`src/rtl/pacote_busca.sv`:
```
// Shared types and default widths for the instruction-fetch stage.
package pacote_busca;

  localparam int INSTR_WIDTH_DEF = 32;
  localparam int ADDR_WIDTH_DEF  = 6;
  localparam int DEPTH_DEF       = 4;

  // One buffered fetch: the returned word and the address it came from.
  typedef struct packed {
    logic [INSTR_WIDTH_DEF-1:0] instr;
    logic [ADDR_WIDTH_DEF-1:0]  pc;
  } fifo_entry_t;

endpackage

```
`src/rtl/fila_instrucao.sv`:
```
// Synchronous FIFO of fetched instructions; clear has priority over push/pop.
module fila_instrucao
  import pacote_busca::*;
#(
  parameter int DEPTH = DEPTH_DEF
) (
  input  logic                     clock,
  input  logic                     reset_n,
  input  logic                     push,
  input  logic                     pop,
  input  logic                     clear,
  input  fifo_entry_t              din,
  output fifo_entry_t              head,
  output logic [$clog2(DEPTH):0]   ocupacao
);

  localparam int PW = $clog2(DEPTH);

  logic [PW-1:0] wr_ptr_q, wr_ptr_d;
  logic [PW-1:0] rd_ptr_q, rd_ptr_d;
  logic [PW:0]   occ_q, occ_d;
  logic          do_push, do_pop;
  fifo_entry_t   mem_q [DEPTH];

  // Self-protecting against underflow/overflow even though the top never asks.
  always_comb begin
    do_pop   = pop & (occ_q != '0);
    do_push  = push & ((occ_q != (PW+1)'(DEPTH)) | do_pop);
    wr_ptr_d = wr_ptr_q;
    rd_ptr_d = rd_ptr_q;
    occ_d    = occ_q;
    if (clear) begin
      wr_ptr_d = '0;
      rd_ptr_d = '0;
      occ_d    = '0;
    end else begin
      if (do_push) wr_ptr_d = wr_ptr_q + PW'(1);
      if (do_pop)  rd_ptr_d = rd_ptr_q + PW'(1);
      case ({do_push, do_pop})
        2'b10:   occ_d = occ_q + (PW+1)'(1);
        2'b01:   occ_d = occ_q - (PW+1)'(1);
        default: occ_d = occ_q;
      endcase
    end
  end

  always_ff @(posedge clock or negedge reset_n) begin
    if (!reset_n) begin
      wr_ptr_q <= '0;
      rd_ptr_q <= '0;
      occ_q    <= '0;
    end else begin
      wr_ptr_q <= wr_ptr_d;
      rd_ptr_q <= rd_ptr_d;
      occ_q    <= occ_d;
    end
  end

  // Storage needs no reset: nothing is visible until occupancy says so.
  always_ff @(posedge clock) begin
    if (do_push && !clear) mem_q[wr_ptr_q] <= din;
  end

  assign head     = mem_q[rd_ptr_q];
  assign ocupacao = occ_q;

endmodule

```
`src/rtl/busca_instrucao.sv`:
```
// Instruction-fetch stage: credit-gated memory issue, return buffering, decoder handshake.
// Optional same-cycle bypass of the returning word when BUSCA_BYPASS_EN is defined.
module busca_instrucao
  import pacote_busca::*;
#(
  parameter int ADDR_WIDTH  = ADDR_WIDTH_DEF,   // must equal the package widths
  parameter int INSTR_WIDTH = INSTR_WIDTH_DEF,
  parameter int DEPTH       = DEPTH_DEF
) (
  input  logic                     clock,
  input  logic                     reset_n,
  input  logic [ADDR_WIDTH-1:0]    cp,
  input  logic                     cp_valid,
  output logic                     cp_ready,
  input  logic                     flush,
  output logic                     mem_en,
  output logic [ADDR_WIDTH-1:0]    mem_addr,
  input  logic [INSTR_WIDTH-1:0]   mem_rdata,
  output logic [INSTR_WIDTH-1:0]   instr,
  output logic [ADDR_WIDTH-1:0]    instr_pc,
  output logic                     instr_valid,
  input  logic                     instr_ready,
  output logic [$clog2(DEPTH):0]   ocupacao
);

  localparam int OW = $clog2(DEPTH) + 1;

  logic                  inflight_q, inflight_d;
  logic [ADDR_WIDTH-1:0] pc_pend_q, pc_pend_d;
  logic [OW:0]           credit_sum;
  logic                  credit_ok, issue;
  logic                  push, pop, fifo_vld;
  logic                  byp_vld, byp_take;
  fifo_entry_t           push_entry, head;

  // An in-flight read already owns a slot, so it counts against the credit.
  always_comb begin
    credit_sum = {1'b0, ocupacao} + (OW+1)'(inflight_q);
    credit_ok  = credit_sum < (OW+1)'(DEPTH);
    cp_ready   = reset_n & ~flush & credit_ok;
    issue      = cp_valid & cp_ready;
    mem_en     = issue;
    mem_addr   = cp;
    inflight_d = issue;
    pc_pend_d  = issue ? cp : pc_pend_q;
  end

`ifdef BUSCA_BYPASS_EN
  assign byp_vld  = (ocupacao == '0) & inflight_q & ~flush;
  assign byp_take = byp_vld & instr_ready;
`else
  assign byp_vld  = 1'b0;
  assign byp_take = 1'b0;
`endif

  always_comb begin
    fifo_vld         = ocupacao != '0;
    pop              = fifo_vld & instr_ready;
    push             = inflight_q & ~flush & ~byp_take;
    push_entry.instr = mem_rdata;
    push_entry.pc    = pc_pend_q;
    instr_valid      = fifo_vld | byp_vld;
    instr            = '0;
    instr_pc         = '0;
    if (fifo_vld) begin
      instr    = head.instr;
      instr_pc = head.pc;
    end else if (byp_vld) begin
      instr    = mem_rdata;
      instr_pc = pc_pend_q;
    end
  end

  always_ff @(posedge clock or negedge reset_n) begin
    if (!reset_n) begin
      inflight_q <= 1'b0;
      pc_pend_q  <= '0;
    end else begin
      inflight_q <= inflight_d;
      pc_pend_q  <= pc_pend_d;
    end
  end

  fila_instrucao #(.DEPTH(DEPTH)) u_fila (
    .clock    (clock),
    .reset_n  (reset_n),
    .push     (push),
    .pop      (pop),
    .clear    (flush),
    .din      (push_entry),
    .head     (head),
    .ocupacao (ocupacao)
  );

endmodule

```
`config.mk`:
```
export PLATFORM = sky130hd
export DESIGN_NAME = busca_instrucao
export DESIGN_NICKNAME = d
export VERILOG_FILES = /design/src/rtl/pacote_busca.sv /design/src/rtl/fila_instrucao.sv /design/src/rtl/busca_instrucao.sv
export SDC_FILE = /design/constraint.sdc
export NUM_CORES = 1
export LEC_CHECK = 0
export CORE_ASPECT_RATIO = 0.6
export CORE_UTILIZATION = 43
export DETAILED_ROUTE_END_ITERATION = 8
export PLACE_DENSITY = 0.65
export SLEW_MARGIN = 15
export SYNTH_ARGS = -nofsm -noshare
export SYNTH_HDL_FRONTEND = slang
export SYNTH_HIERARCHICAL = 1
export SYNTH_SLANG_ARGS = --single-unit
```
`constraint.sdc`:
```
create_clock -name clock -period 8.5 [get_ports clock]
set_input_delay 1.7 -clock clock [delete_from_list [all_inputs] [get_ports clock]]
set_output_delay 1.7 -clock clock [all_outputs]
set_load 0.01 [all_outputs]
```
==> out/qor.log, run 1 <==
qor: run_status.status finished clean
qor: worst_setup_path.end_kind output pin
qor: timing.finalHoldWorstSlack 0.546 ns
qor: power_and_ir_drop.static-leakage-power 0.00264 uW
qor: finish.n_antenna_cell 0
qor: place.globalplace.congestion 0.743
qor: hold_path.holdPathStages 0
qor: synth.yosys_warnings 6
qor: finish.most-common-layout-cells 152 x sky130_fd_sc_hd__edfxtp_1, 92 x sky130_fd_sc_hd__clkdlybuf4s50_1, 41 x sky130_fd_sc_hd__nor2b_1, 38 x sky130_fd_sc_hd__mux4_2, 17 x sky130_fd_sc_hd__clkbuf_16
qor: floorplan.core_region_area 15,300 um2
qor: clock_tree.worst_setup_hold_path_clk_slew 0.07 ns
qor: timing.slew-limit-headroom 24.4%
qor: place.hpwl 7120 um
qor: finish.register_area 4920 um2
qor: timing.period_minus_slack 5.50 ns
qor: worst_setup_path.cp_data_required_time 6.80 ns
qor: power_and_ir_drop.p_per_area 215 nW/um2
qor: worst_setup_path.slowest_delay 0.89 ns
qor: global_routing.overall_track_demand_over_capacity_in_global_routing 16.0%
qor: timing.fin_worst_skew 0.00932 ns
qor: clock_tree.cts_resized 0
qor: global_routing.wire_length_of_the_first_global_routing_pass 18,500 um
qor: timing.rsz0062_at_grt no
qor: synth.ys_ff_latch 166
qor: worst_setup_path.timing_worst_setup_path_type primary input to output pin
qor: synth.synth_largest_area_cell sky130_fd_sc_hd__edfxtp_1
qor: finish.final_common_cell sky130_fd_sc_hd__edfxtp_1
qor: worst_setup_path.critPathLaunchType primary input
qor: timing.tightestPinTransition 1.13 ns
qor: synth.synth_enable_flop_cells 152
qor: clock_tree.worstSkewPairLatency 0.42 ns
qor: run.max_cap_viol_count 0
qor: floorplan.die_width 164 um
qor: routing.firstDrtPassIters 4
qor: clock_tree.ctsRootBufferMaster sky130_fd_sc_hd__clkbuf_16
qor: timing.fin_setup_tns 0 ns
qor: floorplan.pin_count 93
qor: place.portBuffers 92
qor: worst_setup_path.r2r_cells 6
qor: synth.synth.top_cells.by_area sky130_fd_sc_hd__edfxtp_1 68%, sky130_fd_sc_hd__mux4_2 13%, sky130_fd_sc_hd__dfrtp_1 5.2%
qor: floorplan.rows 35
qor: finish.multi_input_area 1610 um2
qor: routing.ant_nets 0
qor: routing.detail_route.wl_per_cell 19.4 um
qor: finish.layout-drive-gt1-share 20.8%
qor: global_routing.final_global_route_overflow_total 0
qor: timing.setup-violations-final 0
qor: power_and_ir_drop.total_power 1790 uW
qor: routing.detail_route.iter0.violations 194
qor: timing.max_freq 0.182 GHz
qor: synth.synthFlopType sky130_fd_sc_hd__edfxtp_1
qor: global_routing.maximum_number_of_pins_on_one_net_before_global_route_repair 41
qor: hold_path.worst_hold_path_type flip-flop to flip-flop
qor: routing.via_per_inst 5.21
qor: global_routing.antenna_found_initial 0
qor: synth.synth.cell_area 6760 um2
qor: clock_tree.cts-buffers-inserted 17
qor: synth.synth.net_count 380
qor: clock_tree.cts.repair_timing.setup_buffer_count 0
qor: synth.synth-async-reset-ratio 8.43%
qor: global_routing.via_count_of_the_first_global_routing_pass 3,359
qor: timing.hold_viol_final 0
qor: synth.syn-instance-count 332
qor: worst_setup_path.critical_path_peak_fanout 16
qor: clock_tree.cts-htree-levels 4
qor: floorplan.floorplan.initialDensity 44.1%
qor: floorplan.die_height 99.1 um
qor: synth.synth_seq_area_share 72.8%
qor: worst_setup_path.critical_path.cell_chain clkdlybuf4s50_1 -> and4_1 -> clkdlybuf4s50_1
qor: routing.vias 3,314
qor: clock_tree.cts_buffer_depth 2
qor: clock_tree.clkSinkCount 166
qor: finish.synthToLayoutAreaGrowth 23.4%
qor: finish.nNetsFinal 468
qor: timing.layout_worst_path_cycle_share 64.7%
qor: power_and_ir_drop.vdd_ir_drop_max 0.127 mV
qor: floorplan.floorplan.die_area 16,200 um2
qor: synth.synth_area_per_cell 20.3 um2
qor: clock_tree.tritoncts_clock_tree yes
qor: routing.detailed_route_drc_error_count 0
qor: routing.wl 12,300 um
qor: synth.post-synth-top-area-fraction 67.6%
qor: worst_setup_path.critical-path-slowest-cell sky130_fd_sc_hd__clkdlybuf4s50_1
qor: timing.timing.final.max_slew_violations 0
qor: finish.final.fill_count 1,200
qor: synth.number_of_distinct_library_cell_variants_in_the_gate_level_netlist_after_synthesis 41
qor: worst_setup_path.timing.critical_path.arrival 3.80 ns
qor: clock_tree.cts-hold-fix-buffers 0
qor: worst_setup_path.timing.critical_path.mode_cell sky130_fd_sc_hd__clkdlybuf4s50_1
==> per-layer routing <==
layer / track usage (%) / routed length, um / part of all wire [%]
met5: 0 / 0 / 0
met4: 5.20 / 119 / 0.97
met3: 5.05 / 671 / 5.4
met2: 24.3 / 5750 / 47
met1: 22.1 / 5770 / 47
==> sequential cells by signal, summed over array words and instances (netlist names) <==
name / count
u_fila/mem_q: 152
u_fila/wr_ptr_q: 2
inflight_q: 1
u_fila/rd_ptr_q: 2
u_fila/ocupacao: 3
pc_pend_q: 6
==> report_power, final <==
group	internal (uW)	total, uW	switching [uW]
clock	450	775	325
combinational	57.5	101	43.5
sequential	906	918	11.9
total	1410	1790	380
==> logic make-up after synthesis <==
group | count (synthesis) | share of synthesized area, %
mux | 46 | 14.3
fa+ha+maj | 5 | 1.04
simple gates | 68 | 6.37
flops | 166 | 72.8
compound gates | 15 | 1.69
buf+inv | 30 | 3.57
xor+xnor | 2 | 0.259
==> layout make-up <==
| class | instances | area share, % |
|---|---|---|
| flip-flops and latches | 166 | 59.0 |
| clock buffers | 19 | 5.31 |
| repair buffers | 94 | 11.2 |
| inverters | 5 | 0.225 |
| clock inverters | 13 | 1.89 |
| well taps | 203 | 3.05 |
| multi-input cells | 136 | 19.3 |
==> worst paths after layout <==
kind | startpoint | endpoint | slack (ns)
max in group asynchronous | reset_n | u_fila/rd_ptr_q[1] | 6.36
min in group asynchronous | reset_n | pc_pend_q[5] | 1.67
min reg2reg | pc_pend_q[5] | u_fila/mem_q[3][5] | 0.55
min | pc_pend_q[5] | u_fila/mem_q[3][5] | 0.55
max | reset_n | mem_en | 3.00
max reg2reg | u_fila/ocupacao[0] | u_fila/mem_q[3][29] | 4.75
==> critical path: cells and delay by family <==
| kind | cells | cell delay [ns] |
|---|---|---|
| buf+inv | 2 | 1.51 |
| simple gates | 1 | 0.58 |
==> cell usage after synthesis, types with 2 or more instances <==
library cell	instances
sky130_fd_sc_hd__inv_1	5
sky130_fd_sc_hd__buf_2	9
sky130_fd_sc_hd__buf_4	8
sky130_fd_sc_hd__and2_1	4
sky130_fd_sc_hd__ha_1	4
sky130_fd_sc_hd__nor2_1	6
sky130_fd_sc_hd__nor3_1	2
sky130_fd_sc_hd__nand2b_1	5
sky130_fd_sc_hd__mux2_4	6
sky130_fd_sc_hd__o211ai_1	2
sky130_fd_sc_hd__a21oi_1	2
sky130_fd_sc_hd__nor2b_1	41
sky130_fd_sc_hd__buf_6	3
sky130_fd_sc_hd__mux4_2	38
sky130_fd_sc_hd__xor2_1	2
sky130_fd_sc_hd__nand3_1	2
sky130_fd_sc_hd__o21ai_0	2
sky130_fd_sc_hd__edfxtp_1	152
sky130_fd_sc_hd__buf_12	4
sky130_fd_sc_hd__dfrtp_1	14
==> stage by stage <==
stage | cell area (um2) | worst slack, ns | util, % | cells
2_1_floorplan | 6760 | 4.67 | - | 332
3_3_place_gp | 7730 | 2.98 | 50.5 | 604
3_5_place_dp | 7730 | 2.94 | 50.5 | 604
4_1_cts | 8340 | 2.94 | 54.4 | 636
5_1_grt | 8340 | 2.82 | 54.4 | 636
6_report | 8340 | 3.00 | 54.4 | 636
No activity file was read; power rests on OpenSTA's default activity.
==> run 2: changes to the inputs <==
Clock period 8.5 ns to 5.3 ns, I/O delays scaled along.
==> out/qor.log, run 2 (synthesis results as in run 1) <==
qor: clock_tree.clkSinkCount 166 [unchanged]
qor: power_and_ir_drop.p_per_area 345 nW/um2 [+60%]
qor: finish.registers.top_by_ff_count u_fila/mem_q
qor: power_and_ir_drop.static-leakage-power 0.00266 uW [+0.60%]
qor: routing.wl 12,400 um [+0.58%]
qor: floorplan.die_height 99.1 um [unchanged]
qor: timing.layout_worst_path_cycle_share 76.7%
qor: timing.fin_setup_tns 0 ns [unchanged]
qor: worst_setup_path.timing_worst_setup_path_type primary input to output pin
qor: floorplan.floorplan.initialDensity 44.1% [unchanged]
qor: routing.detailed_route_drc_error_count 0 [unchanged]
qor: worst_setup_path.path_delay_family buffers and inverters
qor: routing.detail_route.iter0.violations 192 [-1.0%]
qor: worst_setup_path.critical_path.cell_chain clkdlybuf4s50_1 -> nor2_2 -> and4_1 -> clkdlybuf4s50_1
qor: worst_setup_path.critPathLaunchType primary input
qor: timing.fin_worst_skew 0.0179 ns [+0.00859 ns]
qor: hold_path.worst_hold_path_type flip-flop to flip-flop
qor: power_and_ir_drop.vdd_ir_drop_max 0.204 mV [+61%]
qor: worst_setup_path.timing.critical_path.arrival 3.00 ns [-0.80 ns]
qor: global_routing.wire_length_of_the_first_global_routing_pass 19,200 um [+3.8%]
qor: floorplan.die_width 164 um [unchanged]
qor: clock_tree.worst_setup_hold_path_clk_slew 0.07 ns [about the same]
qor: worst_setup_path.critical_path_peak_fanout 11 [-5]
qor: timing.rsz0062_at_grt no
qor: global_routing.final_global_route_overflow_total 0 [unchanged]
qor: routing.via_per_inst 5.20 [-0.25%]
qor: timing.timing.final.max_slew_violations 0 [unchanged]
qor: timing.slew-limit-headroom 26.3% [+1.8 points]
qor: timing.setup-violations-final 0 [unchanged]
qor: global_routing.overall_track_demand_over_capacity_in_global_routing 16.4% [+0.41 points]
qor: timing.hold_viol_final 0 [unchanged]
qor: clock_tree.ctsRootBufferMaster sky130_fd_sc_hd__clkbuf_16
qor: timing.period_minus_slack 4.06 ns
qor: clock_tree.tritoncts_clock_tree yes
qor: finish.most-common-layout-cells 152 x sky130_fd_sc_hd__edfxtp_1, 92 x sky130_fd_sc_hd__clkdlybuf4s50_1, 41 x sky130_fd_sc_hd__nor2b_1, 38 x sky130_fd_sc_hd__mux4_2, 17 x sky130_fd_sc_hd__clkbuf_16
qor: clock_tree.cts.repair_timing.setup_buffer_count 0 [unchanged]
qor: clock_tree.cts_buffer_depth 2 [unchanged]
qor: clock_tree.cts-hold-fix-buffers 0 [unchanged]
qor: routing.vias 3,316 [+0.060%]
qor: finish.synthToLayoutAreaGrowth 23.8%
qor: clock_tree.cts_resized 0 [unchanged]
qor: floorplan.core_region_area 15,300 um2 [unchanged]
qor: worst_setup_path.cp_data_required_time 4.24 ns [-2.56 ns]
qor: routing.firstDrtPassIters 6 [+2]
qor: clock_tree.cts-buffers-inserted 17 [unchanged]
qor: timing.finalHoldWorstSlack 0.512 ns [-0.0340 ns]
qor: finish.final.fill_count 1,186 [-1.2%]
qor: worst_setup_path.timing.critical_path.mode_cell sky130_fd_sc_hd__clkdlybuf4s50_1
qor: timing.tightestPinTransition 1.11 ns [-0.0276 ns]
qor: floorplan.floorplan.die_area 16,200 um2 [unchanged]
qor: worst_setup_path.critical-path-slowest-cell sky130_fd_sc_hd__clkdlybuf4s50_1
qor: finish.final_common_cell sky130_fd_sc_hd__edfxtp_1
qor: global_routing.maximum_number_of_pins_on_one_net_before_global_route_repair 40 [-2.4%]
qor: worst_setup_path.crit_buf_inv 2 [unchanged]
qor: run.max_cap_viol_count 0 [unchanged]
qor: timing.max_freq 0.246 GHz
qor: global_routing.antenna_found_initial 0 [unchanged]
qor: worst_setup_path.slowest_delay 0.62 ns [-0.27 ns]
qor: finish.layout-drive-gt1-share 21.4% [+0.59 points]
qor: floorplan.rows 35 [unchanged]
qor: clock_tree.cts-htree-levels 4 [unchanged]
qor: run_status.status finished clean
qor: global_routing.via_count_of_the_first_global_routing_pass 3,308 [-1.5%]
qor: place.globalplace.congestion 0.797 [+7.2%]
qor: place.portBuffers 92 [unchanged]
qor: finish.multi_input_area 1610 um2 [unchanged]
qor: finish.register_area 4920 um2 [unchanged]
qor: finish.largest_reg_flops 152 [unchanged]
qor: clock_tree.worstSkewPairLatency 0.42 ns [about the same]
qor: place.hpwl 7400 um [+4.0%]
qor: routing.ant_nets 0 [unchanged]
qor: floorplan.pin_count 93 [unchanged]
qor: finish.nNetsFinal 470 [+0.43%]
qor: finish.n_antenna_cell 0 [unchanged]
qor: routing.detail_route.wl_per_cell 19.4 um [+0.26%]
qor: worst_setup_path.end_kind output pin
[run 2: changes by cell type in the layout (fill, tap and decap cells not counted)]
cell / delta
sky130_fd_sc_hd__buf_4: +2
sky130_fd_sc_hd__clkbuf_1: -1
sky130_fd_sc_hd__clkbuf_8: +1
sky130_fd_sc_hd__clkinv_4: +1
sky130_fd_sc_hd__inv_6: -1
[run 2: stage by stage]
stage	utilization, %	instances	setup WS [ns]	area, um2	total power, uW
final	54.5	638	1.24	8360	2880
after global routing	54.5	638	1.10	8360	2980
after CTS	54.5	638	1.23	8360	2910
after detailed placement	50.6	606	1.20	7750	1660
after global placement	50.6	606	1.28	7750	1660
after floorplan	-	332	2.28	6760	1570
[run 2: final timing paths]
kind	endpoint	startpoint	cells past startpoint	slack, ns
hold / removal	u_fila/mem_q[0][0]	pc_pend_q[0]	0	0.51
min in group asynchronous	pc_pend_q[4]	reset_n	2	0.96
setup reg to reg	u_fila/mem_q[0][12]	u_fila/ocupacao[0]	5	2.22
max in group asynchronous	u_fila/rd_ptr_q[1]	reset_n	2	4.14
hold reg to reg	u_fila/mem_q[0][0]	pc_pend_q[0]	0	0.51
setup / recovery	mem_en	flush	4	1.24
[run 2: final cells by class]
type                            instances  area share, %
Sequential cell                       166           58.8
Clock buffer                           19           5.42
Inverter                                5          0.224
Multi-Input combinational cell        136           19.2
Tap cell                              203           3.04
Clock inverter                         13           1.89
Timing Repair Buffer                   96           11.4
[run 2: metal layers]
layer | up-vias | track usage, % | part of all wire, %
li1 | 1488 | - | -
met1 | 1705 | 24.9 | 49
met2 | 121 | 23.2 | 43
met3 | 2 | 5.18 | 7.1
met4 | 0 | 3.42 | 0.20
met5 | - | 0 | 0
[run 2: where the power goes]
| part | switching, uW | internal [uW] |
|---|---|---|
| clock | 512 | 734 |
| combinational | 69.7 | 92.9 |
| sequential | 18.7 | 1450 |
[run 2: worst reg2reg max path: cells and delay by family, from the launching register on]
kind,cells,cell delay (ns)
DFF,1,0.65
and+or+nand+nor,5,2.01
